[config.mk]
export PLATFORM = sky130hd
export DESIGN_NAME = sram_row_reader
export DESIGN_NICKNAME = d
export VERILOG_FILES = /design/src/rtl/sram_row_reader.sv
export SDC_FILE = /design/constraint.sdc
export NUM_CORES = 1
export LEC_CHECK = 0
export BUFFER_PORTS_ARGS = -buffer_cell sky130_fd_sc_hd__buf_2
export CAP_MARGIN = 20
export CORE_AREA = 3 3 415 417
export DETAILED_ROUTE_END_ITERATION = 8
export DIE_AREA = 0 0 418 420
export GPL_ROUTABILITY_DRIVEN = 0
export PLACE_DENSITY = 0.35
export SLEW_MARGIN = 5
export SYNTH_ARGS = -nofsm -noshare
export SYNTH_HDL_FRONTEND = slang
export SYNTH_SLANG_ARGS = --single-unit
[constraint.sdc]
create_clock -name CLK -period 3.1 [get_ports CLK]
set_input_delay 0.62 -clock CLK [delete_from_list [all_inputs] [get_ports CLK]]
set_output_delay 0.62 -clock CLK [all_outputs]
set_load 0.01 [all_outputs]
[src/rtl/sram_row_reader.sv]
// Read-side initiator for the single-port row SRAM: reads NUM rows from BASE upward
// and streams them out on a valid/ready interface through a small output FIFO.
module sram_row_reader #(
  parameter int unsigned BWIDTH     = 256,
  parameter int unsigned AWIDTH     = 10,
  parameter int unsigned FIFO_DEPTH = 2
) (
  input  logic              CLK,
  input  logic              RST,
  input  logic              START_in,
  input  logic [AWIDTH-1:0] BASE_ADDR_in,
  input  logic [AWIDTH:0]   NUM_ROWS_in,
  output logic              BUSY_out,
  output logic              DONE_out,
  output logic              CSn_out,
  output logic              WEn_out,
  output logic [AWIDTH-1:0] ADDR_out,
  output logic [BWIDTH-1:0] BE_out,
  output logic [BWIDTH-1:0] WDATA_out,
  input  logic [BWIDTH-1:0] RDATA_in,
  output logic              ROW_VALID_out,
  input  logic              ROW_READY_in,
  output logic [BWIDTH-1:0] ROW_DATA_out,
  output logic              ROW_LAST_out
);

  localparam int unsigned PW = (FIFO_DEPTH > 1) ? $clog2(FIFO_DEPTH) : 1;
  localparam int unsigned CW = $clog2(FIFO_DEPTH + 1);

  typedef enum logic [1:0] {S_IDLE, S_ISSUE, S_DRAIN, S_DONE} state_e;

  state_e              state_q, state_d;
  logic [AWIDTH-1:0]   addr_q, addr_d;
  logic [AWIDTH:0]     issue_rem_q, issue_rem_d;
  logic [AWIDTH:0]     pop_rem_q, pop_rem_d;
  logic                pend_q, pend_d;
  logic [PW-1:0]       rd_ptr_q, rd_ptr_d;
  logic [PW-1:0]       wr_ptr_q, wr_ptr_d;
  logic [CW-1:0]       count_q, count_d;
  logic [BWIDTH-1:0]   mem_q [FIFO_DEPTH];
  logic [BWIDTH-1:0]   mem_d [FIFO_DEPTH];

  logic                valid;
  logic                pop;
  logic                issue;
  logic [CW:0]         committed;

  always_comb begin
    valid     = (count_q != '0);
    pop       = valid && ROW_READY_in;
    // Slots already owed: stored rows plus the in-flight read, minus the row leaving now.
    committed = {1'b0, count_q} + (CW+1)'(pend_q) - (CW+1)'(pop);
    issue     = (state_q == S_ISSUE) && (committed < (CW+1)'(FIFO_DEPTH));

    state_d     = state_q;
    addr_d      = addr_q;
    issue_rem_d = issue_rem_q;
    pop_rem_d   = pop_rem_q;
    pend_d      = issue;
    rd_ptr_d    = rd_ptr_q;
    wr_ptr_d    = wr_ptr_q;
    count_d     = count_q + CW'(pend_q) - CW'(pop);
    mem_d       = mem_q;

    if (pend_q) begin
      mem_d[wr_ptr_q] = RDATA_in;
      wr_ptr_d = (wr_ptr_q == PW'(FIFO_DEPTH - 1)) ? '0 : wr_ptr_q + PW'(1);
    end
    if (pop) begin
      rd_ptr_d  = (rd_ptr_q == PW'(FIFO_DEPTH - 1)) ? '0 : rd_ptr_q + PW'(1);
      pop_rem_d = pop_rem_q - (AWIDTH+1)'(1);
    end
    if (issue) begin
      addr_d      = addr_q + AWIDTH'(1);
      issue_rem_d = issue_rem_q - (AWIDTH+1)'(1);
    end

    case (state_q)
      S_IDLE: begin
        if (START_in) begin
          addr_d      = BASE_ADDR_in;
          issue_rem_d = NUM_ROWS_in;
          pop_rem_d   = NUM_ROWS_in;
          if (NUM_ROWS_in == '0) state_d = S_DONE;
          else                   state_d = S_ISSUE;
        end
      end
      S_ISSUE: begin
        if (issue && (issue_rem_q == (AWIDTH+1)'(1))) state_d = S_DRAIN;
      end
      S_DRAIN: begin
        if (pop && (pop_rem_q == (AWIDTH+1)'(1))) state_d = S_DONE;
      end
      S_DONE: begin
        state_d = S_IDLE;
      end
      default: state_d = S_IDLE;
    endcase
  end

  always_comb begin
    BUSY_out      = (state_q == S_ISSUE) || (state_q == S_DRAIN);
    DONE_out      = (state_q == S_DONE);
    CSn_out       = !issue;
    WEn_out       = 1'b1;
    ADDR_out      = addr_q;
    BE_out        = '0;
    WDATA_out     = '0;
    ROW_VALID_out = valid;
    ROW_DATA_out  = mem_q[rd_ptr_q];
    ROW_LAST_out  = valid && (pop_rem_q == (AWIDTH+1)'(1));
  end

  always_ff @(posedge CLK) begin
    if (RST) begin
      state_q     <= S_IDLE;
      addr_q      <= '0;
      issue_rem_q <= '0;
      pop_rem_q   <= '0;
      pend_q      <= 1'b0;
      rd_ptr_q    <= '0;
      wr_ptr_q    <= '0;
      count_q     <= '0;
      mem_q       <= '{default: '0};
    end else begin
      state_q     <= state_d;
      addr_q      <= addr_d;
      issue_rem_q <= issue_rem_d;
      pop_rem_q   <= pop_rem_d;
      pend_q      <= pend_d;
      rd_ptr_q    <= rd_ptr_d;
      wr_ptr_q    <= wr_ptr_d;
      count_q     <= count_d;
      mem_q       <= mem_d;
    end
  end

endmodule
==> impl_metrics.json, run 1 <==
{
  "outcome": "finished clean",
  "fillers": 19166,
  "die_y_microns": 420,
  "ff_latch_area_sq_mm": 0.0110,
  "grt_max_degree": 73,
  "syn_to_final_growth_pct": 24.2,
  "drt_drc_violations_left": 0,
  "grt_pass1_wl_microns": 134000,
  "clock-root-buffer": "clkbuf_16",
  "report.final.slew_viol_count": 0,
  "die_w_microns": 418,
  "p_sw_share_pct": 32.7,
  "initialDrtViolationCount": 1028,
  "ys_ff_latch": 551,
  "drive_above_1_share_pct": 26.8,
  "clockBufferDepth": 3,
  "crit_path_top_delay_cell": "dfxtp_4",
  "critical_path.most_common_cell": "buf_12",
  "htree_levels": 3,
  "setup_slack_ns": 0.138,
  "final_nets": 4059,
  "finalSetupTns_ns": 0,
  "clkLatencyLatePin_ns": 0.68,
  "power_frac_comb_pct": 22.8,
  "p_switching_w": 0.00696,
  "track_usage_pct": 10.1,
  "worstHoldPathCells": 3,
  "crit_arrival_ns": 2.34,
  "hold_viol_final": 0,
  "crit_type": "register to output pin",
  "dp_hpwl_microns": 68300,
  "power_frac_clock_pct": 38.9,
  "syn_inst": 3257,
  "required_ns": 2.48,
  "critPathMaxStageDelay_ns": 0.46,
  "crit_chain": "buf_12 -> buf_12 -> mux2_2 -> buf_2",
  "post-route-period-util_pct": 95.5,
  "clk_pin_slew_ns": 0.06,
  "fin_crit_ns": 2.96,
  "crit_cells": 4,
  "cp-start-kind": "register",
  "synth_cell_types": 41,
  "skew_ns": 0.0334,
  "leakagePower_nw": 13.3,
  "ios": 1065,
  "detail-route-antenna-nets": 0,
  "peakVddDrop_mv": 0.361,
  "start_util_pct": 15.5,
  "ys_seq_area_share_pct": 42.1,
  "power-per-cell-area_mw_per_mm2": 654,
  "io_buffers": 551,
  "viasPerCell": 3.54,
  "dr.pass1.iters": 5,
  "antenna_found_initial": 21,
  "setup_violations": 0,
  "cts.sinks": 551,
  "critPathBufInv": 3,
  "crit_family": "buffers and inverters",
  "grt_overflow": 0,
  "wl_per_cell_microns": 15.7,
  "path_max_fanout": 38,
  "yosysWarningCount": 0,
  "hold_buffers": 0,
  "cap_violations": 0,
  "r2r_cells": 14,
  "dp_slack_ns": 0.114,
  "die_area_sq_mm": 0.176,
  "cts_made_buffers": 74,
  "tightest_slew_ns": 0.696,
  "vias": 21389,
  "fmax_mhz": 338,
  "max_slew_margin_pct": 53.3,
  "wl_microns": 94800,
  "cts_tree": "built",
  "seqPwrFrac_pct": 38.3,
  "syn_area_sq_mm": 0.0262,
  "core_area_sq_mm": 0.169,
  "fp-row-count": 151,
  "grt_pass1_vias": 19635,
  "endpoint_kind": "output pin",
  "hold_class": "primary input to register",
  "syn_avg_cell_area_sq_um": 8.05,
  "p_int_w": 0.0143,
  "multiInputGateArea_sq_mm": 0.0125
}
-- worst min-delay path, delay by kind of cell --
kind,cells,cell delay [ns]
buffers and inverters,1,0.10
AO/OA/AOI/OAI,1,0.05
AND/OR/NAND/NOR,1,0.05
-- synth_stat cells, drive strengths merged --
cell     number  area [sq um]
inv          10          37.5
nor2         21          78.8
a31oi         2          12.5
nand4b        1          8.76
o21bai       10          75.1
nor3b         1          7.51
buf         522          3890
fa            1          20.0
xor2         13           121
mux2i         1          10.0
nor4          7          43.8
xnor2        13           114
nor2b         5          31.3
nand4         6          37.5
nand3b        1          7.51
clkbuf      201           754
o211ai        2          20.0
and2          3          18.8
nand2b        3          18.8
ha           11           138
o2bb2ai       1          8.76
nor3          3          15.0
a311oi        5          43.8
nor4b         2          17.5
or3           4          25.0
o21ai         6          30.0
a211oi        7          52.6
o31ai         2          15.0
or4           3          22.5
a21oi       535          2680
dfxtp       551         11000
mux2        256          2880
nand2      1041          3910
nand3         4          20.0
conb          2          7.51
and3          1          6.26
-- flip-flops by register name, summed over array words and instances, names as in the netlist --
signal,flops
ADDR_out,10
pop_rem_q,11
pend_q,1
count_q,2
rd_ptr_q,1
wr_ptr_q,1
state_q,2
issue_rem_q,11
mem_q,512
-- cell usage in the layout, fill, tap and decap left out, types with 5 or more instances in the layout --
cell,n
ha_1,10
clkbuf_1,24
dfxtp_1,548
conb_1,513
buf_2,549
a211oi_1,7
clkbuf_8,8
buf_4,61
mux2_2,256
buf_12,32
inv_1,8
nor4_1,7
diode_2,5
a21oi_1,535
xor2_1,12
nor2_1,21
nand4_1,6
clkinvlp_4,6
nand2_1,1039
clkbuf_16,74
xnor2_1,13
o21bai_1,10
-- power groups by stage --
stage | clock network, W | logic, W | registers (W)
floorplan | 0 | 0.00334 | 0.00820
global placement | 0 | 0.00488 | 0.00830
detailed placement | 0 | 0.00487 | 0.00831
CTS | 0.00871 | 0.00497 | 0.00816
global route | 0.00898 | 0.00537 | 0.00824
finish | 0.00827 | 0.00485 | 0.00816
-- routing by layer --
metal / GRT usage, % / wire length [microns]
met5: 0 / 0
met4: 3.25 / 2380
met3: 2.03 / 4680
met2: 17.5 / 48100
met1: 12.5 / 39700
-- final timing paths --
check                start                to  slack (ns)
max               rd_ptr_q  ROW_DATA_out[45]        0.14
min          RDATA_in[197]        mem_q[453]        0.19
max reg2reg     count_q[1]       ADDR_out[7]        0.25
min reg2reg     mem_q[238]        mem_q[238]        0.45
-- final cells by class --
cell class	instances	share of cell area, %
Clock buffer	106	6.31
Antenna cell	5	0.0385
Inverter	10	0.123
Tap cell	2218	8.53
Clock inverter	18	0.792
Timing Repair Buffer	645	11.9
Sequential cell	551	33.9
Multi-Input combinational cell	2484	38.3
-- stage by stage --
stage	util, %	instances	power, W	hold WS (ns)	area (sq um)
2_1_floorplan	-	3768	0.0115	0.433	28100
3_3_place_gp	17.8	5899	0.0132	0.438	30100
3_5_place_dp	17.8	5899	0.0132	0.443	30100
4_1_cts	19.2	6031	0.0218	0.0934	32500
5_1_grt	19.2	6035	0.0226	0.126	32500
6_report	19.2	6037	0.0213	0.187	32500
-- cell families after synthesis --
| group | share of synthesized area (%) |
|---|---|
| AO/OA/AOI/OAI | 11.2 |
| XOR/XNOR | 0.898 |
| adder cells (fa/ha/maj) | 0.602 |
| buffers and inverters | 17.9 |
| flip-flops | 42.1 |
| multiplexers | 11.0 |
| other | 0.0287 |
| AND/OR/NAND/NOR | 16.3 |
-- repair_timing --
action                                  in CTS  in global routing
endpoints found under the setup margin       1                  8
pin swaps                                    2                  9
buffers inserted                             8                  3
resized for setup                           13                  6
Power figures use the tool's default switching activity.
==> inputs of run 2 (changes only) <==
- PLACE_DENSITY: 0.35 -> unset
- PLACE_DENSITY_LB_ADDON: unset -> 0.12
==> impl_metrics.json, run 2 (synthesis gave the netlist of run 1 again) <==
{
  "start_util_pct": 15.5,
  "reg2reg_from": "count_q[0]",
  "die_y_microns": 420,
  "crit_type": "register to output pin",
  "worstHoldPathCells": 3,
  "hold_viol_final": 0,
  "wl_per_cell_microns": 16.9,
  "worstHoldStart": "RDATA_in[29]",
  "detail-route-antenna-nets": 0,
  "wl_microns": 102000,
  "max_slew_margin_pct": 57.0,
  "reg2reg_slack_ns": 0.27,
  "clock-root-buffer": "clkbuf_16",
  "clkLatencyLatePin_ns": 0.66,
  "skew_ns": 0.0263,
  "initialDrtViolationCount": 900,
  "r2r_cells": 17,
  "htree_levels": 3,
  "fmax_mhz": 346,
  "min_to": "mem_q[29]",
  "place_area_sq_mm": 0.0301,
  "dp_hpwl_microns": 72200,
  "grt_pass1_wl_microns": 144000,
  "antenna_found_initial": 45,
  "largest_register": "mem_q",
  "cts.sinks": 551,
  "ios": 1065,
  "io_buffers": 551,
  "dr.pass1.iters": 5,
  "track_usage_pct": 11.0,
  "reg2reg_to": "ADDR_out[3]",
  "power-per-cell-area_mw_per_mm2": 673,
  "clk_pin_slew_ns": 0.06,
  "core_area_sq_mm": 0.169,
  "hold_ws_ns": 0.199,
  "finalSetupTns_ns": 0,
  "final_nets": 4068,
  "cap_violations": 0,
  "drive_above_1_share_pct": 27.3,
  "largestRegisters": "mem_q (512), issue_rem_q (11), pop_rem_q (11)",
  "finish.cell_count_without_fillers": 6060,
  "die_area_sq_mm": 0.176,
  "tightest_slew_ns": 0.646,
  "largest_reg_flops": 512,
  "required_ns": 2.48,
  "path_max_fanout": 3,
  "grt_overflow": 0,
  "fillers": 19169,
  "cp-start-kind": "register",
  "grt_max_degree": 99,
  "crit_arrival_ns": 2.27,
  "cts_made_buffers": 78,
  "clockBufferDepth": 3,
  "post-route-period-util_pct": 93.3,
  "vias": 21439,
  "outcome": "finished clean",
  "die_w_microns": 418,
  "hold_class": "primary input to register",
  "final_cell_mix": "1039 x nand2_1, 549 x buf_2, 547 x dfxtp_1",
  "leakagePower_nw": 13.4,
  "drt_drc_violations_left": 0,
  "fin_crit_ns": 2.89,
  "fp-row-count": 151,
  "peakVddDrop_mv": 0.318,
  "fin_area_sq_mm": 0.0328,
  "viasPerCell": 3.54,
  "hold_buffers": 0,
  "report.final.slew_viol_count": 0,
  "placed_cells": 5900,
  "setup_violations": 0,
  "grt_pass1_vias": 20671,
  "final_common_cell": "nand2_1",
  "endpoint_kind": "output pin",
  "fin_util_pct": 19.4,
  "cts_tree": "built",
  "syn_to_final_growth_pct": 25.1,
  "rsz0062_at_grt": "false"
}
run 2: through the flow:
stage / power, W / setup slack, ns
6_report: 0.0221 / 0.208
5_1_grt: 0.0234 / 0.00809
4_1_cts: 0.0227 / 0.0114
3_5_place_dp: 0.0133 / 0.123
3_3_place_gp: 0.0133 / 0.0360
2_1_floorplan: 0.0115 / 0.281
run 2: worst max-delay path by stage:
stage | startpoint | end | slack (ns) | cells past startpoint
finish | count_q[0] | CSn_out | 0.21 | 9
global route | count_q[0] | CSn_out | 0.008 | 9
CTS | pend_q | CSn_out | 0.01 | 6
detailed placement | ROW_READY_in | issue_rem_q[8] | 0.12 | 11
global placement | ROW_READY_in | issue_rem_q[7] | 0.04 | 12
floorplan | ROW_READY_in | issue_rem_q[9] | 0.28 | 9
run 2: area by class of cell:
type                            count  area [sq um]  share of cell area [%]
Multi-Input combinational cell   2484         12500                    38.1
Sequential cell                   551         11000                    33.7
Clock buffer                      118          2320                    7.09
Inverter                           10          42.5                   0.130
Timing Repair Buffer              650          3870                    11.8
Antenna cell                        7          17.5                  0.0534
Tap cell                         2218          2780                    8.47
Clock inverter                     22           236                   0.722
run 2: power breakdown:
| part | total, W | internal (W) | switching [W] | leakage (nW) |
|---|---|---|---|---|
| logic | 0.00494 | 0.00185 | 0.00309 | 7.72 |
| clock network | 0.00897 | 0.00523 | 0.00374 | 1.25 |
| registers | 0.00815 | 0.00776 | 0.000396 | 4.46 |
| total | 0.0221 | 0.0148 | 0.00722 | 13.4 |
run 2: repair_timing:
action,4_1_cts,5_1_grt
pin swaps,1,4
endpoints found under the setup margin,1,7
resized for setup,10,9
setup buffers,9,6
run 2: worst max-delay path, cell delays in order, from the launching register on:
cell     delay, ns
dfxtp_2       0.33
inv_4         0.07
nand3_4       0.06
o21ai_2       0.06
ha_2          0.19
fa_2          0.45
nor2b_2       0.13
and2_4        0.16
inv_4         0.03
buf_6         0.12
run 2: routing by layer:
metal | track usage (%) | vias up | wire length (microns)
li1 | - | 10628 | -
met2 | 19.7 | 642 | 52500
met1 | 12.9 | 9963 | 41300
met3 | 2.32 | 192 | 4940
met5 | 0 | - | 87
met4 | 3.81 | 14 | 3320
==> inputs of run 3 (changes only) <==
- CORE_AREA: 3 3 415 417 -> 3 3 419 421
- DIE_AREA: 0 0 418 420 -> 0 0 422 424
==> impl_metrics.json, run 3 (synthesis gave the netlist of run 1 again) <==
{
  "outcome": "finished clean",
  "fp-row-count": 152,
  "dp_hpwl_microns": 72500,
  "setup_violations": 0,
  "start_util_pct": 15.3,
  "detail-route-antenna-nets": 0,
  "die_area_sq_mm": 0.179,
  "drive_above_1_share_pct": 26.8,
  "crit_arrival_ns": 2.34,
  "post-route-period-util_pct": 95.5,
  "crit_type": "register to output pin",
  "cap_violations": 0,
  "finish.cell_count_without_fillers": 6128,
  "htree_levels": 3,
  "reg2reg_from": "count_q[0]",
  "report.final.slew_viol_count": 0,
  "grt_overflow": 0,
  "io_buffers": 551,
  "track_usage_pct": 10.7,
  "fin_area_sq_mm": 0.0327,
  "wl_per_cell_microns": 16.4,
  "hold_ws_ns": 0.196,
  "core_area_sq_mm": 0.172,
  "drt_drc_violations_left": 0,
  "final_common_cell": "nand2_1",
  "die_w_microns": 422,
  "tightest_slew_ns": 0.691,
  "hold_class": "primary input to register",
  "largest_register": "mem_q",
  "cts.sinks": 551,
  "vias": 21344,
  "wl_microns": 101000,
  "skew_ns": 0.0271,
  "final_nets": 4049,
  "leakagePower_nw": 13.3,
  "cp-start-kind": "register",
  "clkLatencyLatePin_ns": 0.66,
  "hold_buffers": 0,
  "largestRegisters": "mem_q (512), issue_rem_q (11), pop_rem_q (11)",
  "cts_made_buffers": 78,
  "die_y_microns": 424,
  "clk_pin_slew_ns": 0.06,
  "grt_pass1_wl_microns": 144000,
  "place_area_sq_mm": 0.0301,
  "worstHoldStart": "RDATA_in[39]",
  "largest_reg_flops": 512,
  "fillers": 19533,
  "max_slew_margin_pct": 53.6,
  "rsz0062_at_grt": "false",
  "ios": 1065,
  "hold_viol_final": 0,
  "antenna_found_initial": 45,
  "fmax_mhz": 338,
  "peakVddDrop_mv": 0.349,
  "crit_start": "count_q[0]",
  "fin_crit_ns": 2.96,
  "finalSetupTns_ns": 0,
  "clockBufferDepth": 3,
  "required_ns": 2.48,
  "initialDrtViolationCount": 797,
  "placed_cells": 5981,
  "power-per-cell-area_mw_per_mm2": 672,
  "clock-root-buffer": "clkbuf_16",
  "grt_max_degree": 102,
  "syn_to_final_growth_pct": 24.8,
  "final_cell_mix": "1039 x nand2_1, 549 x buf_2, 547 x dfxtp_1",
  "cts_tree": "built",
  "dr.pass1.iters": 5,
  "grt_pass1_vias": 20423,
  "endpoint_kind": "output pin",
  "viasPerCell": 3.48,
  "path_max_fanout": 3
}
-- run 3: cell types whose count changed in the layout (fill, tap and decap cells not counted), sizes merged --
cell,change
buf,-19
bufinv,+3
clkinv,-5
diode,-2
inv,-1
-- run 3: layout make-up --
| class | count | area [sq um] | area share [%] |
|---|---|---|---|
| Multi-Input combinational cell | 2484 | 12500 | 38.1 |
| Sequential cell | 551 | 11000 | 33.7 |
| Timing Repair Buffer | 631 | 3700 | 11.3 |
| Tap cell | 2310 | 2890 | 8.83 |
| Clock buffer | 118 | 2280 | 6.98 |
| Clock inverter | 19 | 292 | 0.891 |
| Inverter | 10 | 37.5 | 0.115 |
| Antenna cell | 5 | 12.5 | 0.0382 |
-- run 3: metrics by stage --
| step | setup WS [ns] | power (W) | utilization, % |
|---|---|---|---|
| 6_report | 0.139 | 0.0220 | 19.0 |
| 5_1_grt | 0.00299 | 0.0233 | 19.0 |
| 4_1_cts | 0.0156 | 0.0226 | 19.0 |
| 3_5_place_dp | 0.0741 | 0.0132 | 17.5 |
| 3_3_place_gp | 0.0439 | 0.0133 | 17.5 |
| 2_1_floorplan | 0.281 | 0.0115 | - |
-- run 3: where the power goes --
group | switching, W | internal (W) | leakage, nW
combinational | 0.00302 | 0.00179 | 7.62
clock | 0.00362 | 0.00537 | 1.25
sequential | 0.000412 | 0.00776 | 4.46
total | 0.00705 | 0.0149 | 13.3
-- run 3: routing by layer --
layer	wire [microns]	global-route usage, %
met1	40600	12.4
met2	52800	19.7
met3	4560	2.04
met4	2750	3.13
met5	34	0
-- run 3: path summary, 6_finish.rpt --
check | cells past startpoint | slack (ns) | to
hold / removal | 3 | 0.20 | mem_q[39]
setup / recovery | 9 | 0.14 | CSn_out
setup reg to reg | 12 | 0.47 | state_q[1]
hold reg to reg | 2 | 0.45 | mem_q[499]
-- run 3: repair_timing --
action | 4_1_cts | 5_1_grt
hold endpoints to repair | 0 | 0
buffers inserted | 5 | 0
cloned | 0 | 0
gates resized for setup | 12 | 3
pin swaps | 3 | 0
setup endpoints to repair | 2 | 1
-- run 3: critical path, cell delays in order, from the launching register on --
cell     delay, ns
dfxtp_2       0.35
inv_2         0.06
nand3_2       0.07
o21ai_2       0.06
ha_2          0.18
fa_2          0.58
nor2b_2       0.04
and2_1        0.15
inv_2         0.08
buf_6         0.12
